## src/rtl/booth_seq_mult.sv

```systemverilog
// Sequential radix-2 Booth multiplier.
// One Booth iteration per clock, using a single 2*WIDTH-bit two's-complement adder
// (a + b + cin). The product is registered and held until the next completion.
//
// state  | meaning
// -------+----------------------------------------------------------
// S_IDLE | waiting for start; product holds the last result
// S_RUN  | WIDTH Booth iterations in progress; busy=1
// S_DONE | single-cycle completion; done=1; start accepted again here

module booth_seq_mult #(
    parameter int WIDTH = 16
) (
    input  logic                 clk,
    input  logic                 rst_n,
    input  logic                 start,
    input  logic [WIDTH-1:0]     multiplicand,
    input  logic [WIDTH-1:0]     multiplier,
    output logic                 busy,
    output logic                 done,
    output logic [2*WIDTH-1:0]   product
);

    localparam int CW = $clog2(WIDTH) + 1;
    localparam int PW = 2 * WIDTH;

    typedef enum logic [1:0] {
        S_IDLE = 2'd0,
        S_RUN  = 2'd1,
        S_DONE = 2'd2
    } state_t;

    state_t           state;
    logic [WIDTH:0]   acc;
    logic [WIDTH:0]   mr;
    logic [WIDTH-1:0] qr;
    logic             q_1;
    logic [CW-1:0]    cnt;

    logic [PW-1:0]    add_a;
    logic [PW-1:0]    m_ext;
    logic [PW-1:0]    add_b;
    logic [PW-1:0]    add_sum;
    logic             add_cin;
    logic             do_add;
    logic             do_sub;
    logic [WIDTH:0]   acc_next;
    logic [WIDTH:0]   acc_sh;
    logic [WIDTH-1:0] qr_sh;
    logic             q1_sh;
    logic             adder_unused;

    // Booth recode of {Qr[0], q_1}, shared adder, then arithmetic shift right by one
    always_comb begin
        do_add   = ~qr[0] & q_1;
        do_sub   = qr[0] & ~q_1;
        add_a    = {{(PW-WIDTH-1){acc[WIDTH]}}, acc};
        m_ext    = {{(PW-WIDTH-1){mr[WIDTH]}}, mr};
        add_b    = '0;
        if (do_sub) begin
            add_b = ~m_ext;
        end else if (do_add) begin
            add_b = m_ext;
        end
        add_cin  = do_sub;
        add_sum  = add_a + add_b + {{(PW-1){1'b0}}, add_cin};
        acc_next = add_sum[WIDTH:0];
        acc_sh   = {acc_next[WIDTH], acc_next[WIDTH:1]};
        qr_sh    = {acc_next[0], qr[WIDTH-1:1]};
        q1_sh    = qr[0];
    end

    // Carry-out and the upper sign-extension bits carry no information here
    assign adder_unused = ^add_sum[PW-1:WIDTH+1];

    // Control FSM, datapath registers and registered outputs
    always_ff @(posedge clk or negedge rst_n) begin
        if (!rst_n) begin
            state   <= S_IDLE;
            busy    <= 1'b0;
            done    <= 1'b0;
            product <= '0;
            acc     <= '0;
            mr      <= '0;
            qr      <= '0;
            q_1     <= 1'b0;
            cnt     <= '0;
        end else begin
            case (state)
                S_IDLE, S_DONE: begin
                    done <= 1'b0;
                    if (start) begin
                        mr    <= {multiplicand[WIDTH-1], multiplicand};
                        qr    <= multiplier;
                        acc   <= '0;
                        q_1   <= 1'b0;
                        cnt   <= CW'(WIDTH);
                        busy  <= 1'b1;
                        state <= S_RUN;
                    end else begin
                        state <= S_IDLE;
                    end
                end
                S_RUN: begin
                    acc <= acc_sh;
                    qr  <= qr_sh;
                    q_1 <= q1_sh;
                    cnt <= cnt - 1'b1;
                    if (cnt == CW'(1)) begin
                        // Low 2*WIDTH bits of the shifted {A, Qr}
                        product <= {acc_next, qr[WIDTH-1:1]};
                        done    <= 1'b1;
                        busy    <= 1'b0;
                        state   <= S_DONE;
                    end
                end
                default: begin
                    state <= S_IDLE;
                    busy  <= 1'b0;
                    done  <= 1'b0;
                end
            endcase
        end
    end

endmodule

```

## config.mk

```make
export PLATFORM = sky130hd
export DESIGN_NAME = booth_seq_mult
export DESIGN_NICKNAME = d
export VERILOG_FILES = /design/src/rtl/booth_seq_mult.sv
export SDC_FILE = /design/constraint.sdc
export NUM_CORES = 1
export LEC_CHECK = 0
export BUFFER_PORTS_ARGS = -buffer_cell sky130_fd_sc_hd__buf_2
export CORE_MARGIN = 2
export CORE_UTILIZATION = 57
export CTS_BUF_LIST = sky130_fd_sc_hd__clkbuf_4
export DETAILED_ROUTE_END_ITERATION = 12
export PLACE_DENSITY = 0.8
export SYNTH_ARGS = -nofsm -noshare
export SYNTH_HDL_FRONTEND = slang
export SYNTH_SLANG_ARGS = --single-unit
```

## constraint.sdc

```tcl
create_clock -name clk -period 3.76 [get_ports clk]
set_input_delay 0.376 -clock clk [delete_from_list [all_inputs] [get_ports clk]]
set_output_delay 0.376 -clock clk [all_outputs]
set_load 0.1 [all_outputs]
```

=== Word-level counts from Yosys, hierarchy flattened ===
Cells that the tools add are included.

* Register bits: 91
* Input port bits: 35
* Output and inout port bits: 34
* Word-level logic and storage cells: 47

* $add $sub $neg: 3
* Eq/ne operators: 5
* Muxes and demuxes: 18
* Bitwise logic cells: 5
* Reduce and logical (&&, ||, !) cells: 7

{| class="wikitable"
|+ Operators by type and width
! operator !! number
|-
| 17-bit two-way mux || 3
|-
| 17-bit one-hot mux with 2 select lines || 1
|-
| 16-bit one-hot mux with 2 select lines || 1
|-
| 17-bit by 1-bit adder with 17-bit output || 1
|-
| 17-bit adder || 1
|-
| 17-bit NOT || 1
|-
| 16-bit two-way mux || 1
|-
| 5-bit one-hot mux with 2 select lines || 1
|-
| 2-bit AND reduction || 4
|-
| 1-bit two-way mux || 6
|-
| 5-bit by 1-bit equality test with 1-bit output, second input constant || 1
|-
| 5-bit two-way mux || 1
|-
| 5-bit by 1-bit subtractor with 5-bit output, second input constant || 1
|-
| 2-bit != test, second input constant || 2
|-
| 1-bit one-hot mux with 2 select lines || 2
|-
| 2-bit one-hot mux with 2 select lines || 1
|-
| 1-bit AND || 2
|-
| 2-bit by 1-bit equality test with 1-bit output, second input constant || 1
|-
| 2-bit equality test, second input constant || 1
|-
| 2-bit zero test || 1
|-
| 2-bit two-way mux || 1
|-
| 1-bit NOT || 2
|-
| 2-bit nonzero test || 1
|-
| 2-bit OR reduction || 1
|}

=== Depth between registers and ports, before layout ===
* Depth after elaboration: 7
* Depth in mapped cells: 13
* Depth with buffers taken out: 11

=== Worst setup path after synthesis ===
Ideal clock, no wire load.

* Path kind: flip-flop to flip-flop
* From: register q_1
* To: register product[25]
* Arrival: 2.938 ns
* Slack: 0.696 ns
* Stages on the path, launching flop included: 14
* Buffers on the path: 2
* Period minus slack after synthesis: 3.064 ns
* Cell sequence: dfrtp_1 > nor2b_1 > clkbuf_1 > clkbuf_1 > nand2_1 > o21ai_0 > fa_1 > fa_1 > a21o_2 > a31oi_2 > nor2_2 > a311oi_2 > xnor2_1 > mux2_4

* Longest elaborated chain between the ends: 5

{| class="wikitable"
|+ Ends and longest elaborated chain
! element !! RTL line !! RTL
|-
| start, declared || 37 || <nowiki>logic q_1;</nowiki>
|-
| start signal, assigned || 107 || <nowiki>q_1 <= q1_sh;</nowiki>
|-
| 1-bit AND or 1-bit NOT (tied branches) || 55, 56 ||
|-
| 17-bit two-way mux or 1-bit AND (tied branches) || 62, 56 ||
|-
| 17-bit two-way mux || 60 || <nowiki>if (do_sub) begin</nowiki>
|-
| 17-bit adder || 66 || <nowiki>add_sum = add_a + add_b + {{(PW-1){1'b0}}, add_cin};</nowiki>
|-
| 17-bit by 1-bit adder with 17-bit output (*) || 66 ||
|-
| end signal, assigned || 111 || <nowiki>product <= {acc_next, qr[WIDTH-1:1]};</nowiki>
|-
| end, declared || 21 || <nowiki>output logic [2*WIDTH-1:0] product</nowiki>
|}

Mark *: on every way between the ends. The rest lies on a longest branch, timed or not.
A chain may end at the register's enable or synchronous reset.

=== Worst setup path in the final report ===
* From: register qr[0]
* To: register product[28]

* Longest elaborated chain between the ends: 6

{| class="wikitable"
|+ Ends and longest elaborated chain
! element !! RTL line !! RTL
|-
| start, declared || 36 || <nowiki>logic [WIDTH-1:0] qr;</nowiki>
|-
| start signal, assigned || 94 || <nowiki>qr <= multiplier;</nowiki>
|-
| start signal, assigned || 106 || <nowiki>qr <= qr_sh;</nowiki>
|-
| 1-bit NOT || 55 || <nowiki>do_add = ~qr[0] & q_1;</nowiki>
|-
| 1-bit AND || 55 ||
|-
| 17-bit two-way mux || 62 || <nowiki>end else if (do_add) begin</nowiki>
|-
| 17-bit two-way mux || 60 ||
|-
| 17-bit adder || 66 ||
|-
| 17-bit by 1-bit adder with 17-bit output (*) || 66 ||
|}

Marked as above.

==> reports/metrics.cfg <==
[die]
num_rows=31
floorplan.die_area_sq_um=8352
start_util=0.5938
io_pins=69
core_area_sq_um=7331
die_w_um=91.39
die_h_um=91.39

[clock_network]
cts_num_sinks=89
cts-root-buf=clkbuf_4
clk_pin_slew_ns=0.16
cts_setup_buffers=0
cts_buffers=9
cts-resized-gates=0
holdBufCountCts=0
clock_latency_ns=0.44
clk_path_buf_depth=2
cts_tree=yes
htree_levels=3

[placement]
placed_cells=620
dp_hpwl_mm=6.753
routabilityCongestion=0.8703
port_buffers=68

[route]
vias=3472
first_pass_iters=4
drt_wl_total_mm=9.406
wl_per_cell_um=14.79
ant_nets=0
drt_iter0_drc=276
remaining_drc_errors=0
vias_per_cell=5.459

[finish]
drive_gt1_frac=0.2048
antenna_cells=0
nets=586
finalNonFillerCells=636
area_growth_pct=12.65
num-fill-cells=612

[critical_path]
path_class=flop to flop
cpPeakStageDelay_ns=0.74
timing.rr.start=qr[0]
crit_required_ns=4.09
reg2reg_depth=10
cp-end-kind=flop
rrSetupSlack_ns=0.40
cpMaxStageDelayCell=nor2b_1
critPathArrivalTime_ns=3.69
startpoint_type=flop
crit_buf_inv=0
cp_cell_sequence=nor2b_1 -> nand2_1 -> o21ai_0 -> ha_1 -> a21o_1 -> nand4_1 -> a2111oi_0 -> nor3_2 -> xnor2_1 -> mux2_2
crit_fanout=16
worst-path-stages=10
reg2reg_to=product[28]
crit_family=simple AND/OR/NAND/NOR gates

[timing]
worst_pin_slew_ns=0.9843
slew-limit-headroom=0.3431
rsz0062_at_grt=false
tns_ns=0
finalCritPeriodShare=0.8927
holdWs_ns=-0.004963
max_freq_mhz=297.9
report.final.slew_viol_count=0
fin_skew_ns=0.01646
setup_viol=0
hold_viol=13
finalWorstPathRequiredPeriod_ns=3.357

[synthesis]
ys_types=52
synth.area.top_cells=dfrtp_1 (51%), nand2_1 (15%), ha_1 (4.9%)
yosys_warnings=0
synth_top_cell_by_area=dfrtp_1
ys_ff_latch=89
synth_edf_count=0
synth_cells=470
async_flop_share=1.000
avgSynthCellArea_sq_um=9.262
ys.flop_type=dfrtp_1
synth_top_area_frac=0.5116
synth_fp_nets=524
synth_area_sq_um=4353
ys_seq_area_frac=0.5116

[status]
run_status=complete, but fails checks
violations=hold timing

[flow_run]
maxCapViolCount=0

[global_routing]
overflow=0
grt_pass1_vias=3282
grt_pass1_wl_mm=15.81
antenna_found_initial=0
grtUsageTotal=0.2378
grt_max_degree=63

[hold_path]
min_path_type=input port to asynchronous set/reset pin

## placed cells by master (no fill, tap or decap), drive strengths merged, types with 4 or more instances in the layout
master | synthesis | routed
a21o | 5 | 5
a21oi | 14 | 14
a22o | 11 | 11
a22oi | 18 | 18
a31oi | 4 | 4
buf | 4 | 74
clkbuf | 19 | 9
dfrtp | 89 | 89
ha | 17 | 17
inv | 10 | 14
mux2 | 6 | 6
nand2 | 173 | 173
nand3 | 6 | 6
nor2 | 6 | 6
nor3 | 6 | 6
o21ai | 32 | 32
xnor2 | 10 | 10
## routing by layer
layer / wire length, um / share of wire / vias up / track usage
met5: 0 / 0 / - / 0
met4: 129 / 0.014 / 0 / 0.07702
met3: 581 / 0.062 / 10 / 0.03071
met2: 4348 / 0.46 / 97 / 0.3713
met1: 4347 / 0.46 / 1631 / 0.3462
li1: - / - / 1734 / -
## cell type report
class	instances	area [sq um]	area share
Clock inverter	7	61.31	0.01250
Multi-Input combinational cell	348	1998	0.4075
Tap cell	99	123.9	0.02526
Sequential cell	89	2227	0.4542
Inverter	10	37.54	0.007655
Clock buffer	9	67.56	0.01378
Timing Repair Buffer	74	387.9	0.07910
## through the flow
stage	cell area, sq um	util	setup WS, ns
after floorplan	4353	-	0.6959
final	4903	0.6689	0.4034
after detailed placement	4775	0.6513	0.4956
after CTS	4903	0.6689	0.4463
after global routing	4903	0.6689	0.09089
after global placement	4775	0.6513	0.6415
## cell families (layout without fill, tap and decap cells)
group / count (synthesis) / after routing / synth area share
xor gates and xnor gates: 11 / 11 / 0.02213
adders and majority gates: 19 / 19 / 0.05806
DFF: 89 / 89 / 0.5116
buffers and inverters: 33 / 100 / 0.03104
and+or+nand+nor: 209 / 209 / 0.1983
AOI/OAI and AO/OA: 102 / 102 / 0.1601
muxes: 7 / 7 / 0.01868
## cells in the mapped netlist, types with 4 or more instances
cell type,n
a21o_1,4
a21oi_1,14
a22o_1,10
a22oi_1,18
clkbuf_1,19
dfrtp_1,89
ha_1,17
inv_1,10
mux2_2,5
nand2_1,173
nand3_1,6
nor2_1,5
nor3_1,4
o21ai_0,32
xnor2_1,10
## sequential cells by signal (all words and copies together) (netlist names)
register  count
acc          16
busy          1
cnt           5
mr           16
product      32
q_1           1
qr           16
state         2
## worst reg2reg max path: cells and delay by family (launching register included)
family / cells / cell delay, ns
and+or+nand+nor: 4 / 1.16
AOI/OAI and AO/OA: 3 / 0.99
adders and majority gates: 1 / 0.22
muxes: 1 / 0.27
DFF: 1 / 0.44
xor gates and xnor gates: 1 / 0.18
## how the worst max path moves through the flow
| stage | startpoint | endpoint | slack [ns] |
|---|---|---|---|
| finish | qr[0] | product[28] | 0.40 |
| global placement | qr[0] | product[28] | 0.64 |
| floorplan | q_1 | product[25] | 0.70 |
| CTS | qr[0] | product[28] | 0.45 |
| detailed placement | qr[0] | product[28] | 0.50 |
| global route | qr[0] | product[28] | 0.09 |
Power is left out: the tool's default activity adds up to more than one toggle a clock period on the data nets, which glitch-free logic cannot reach.
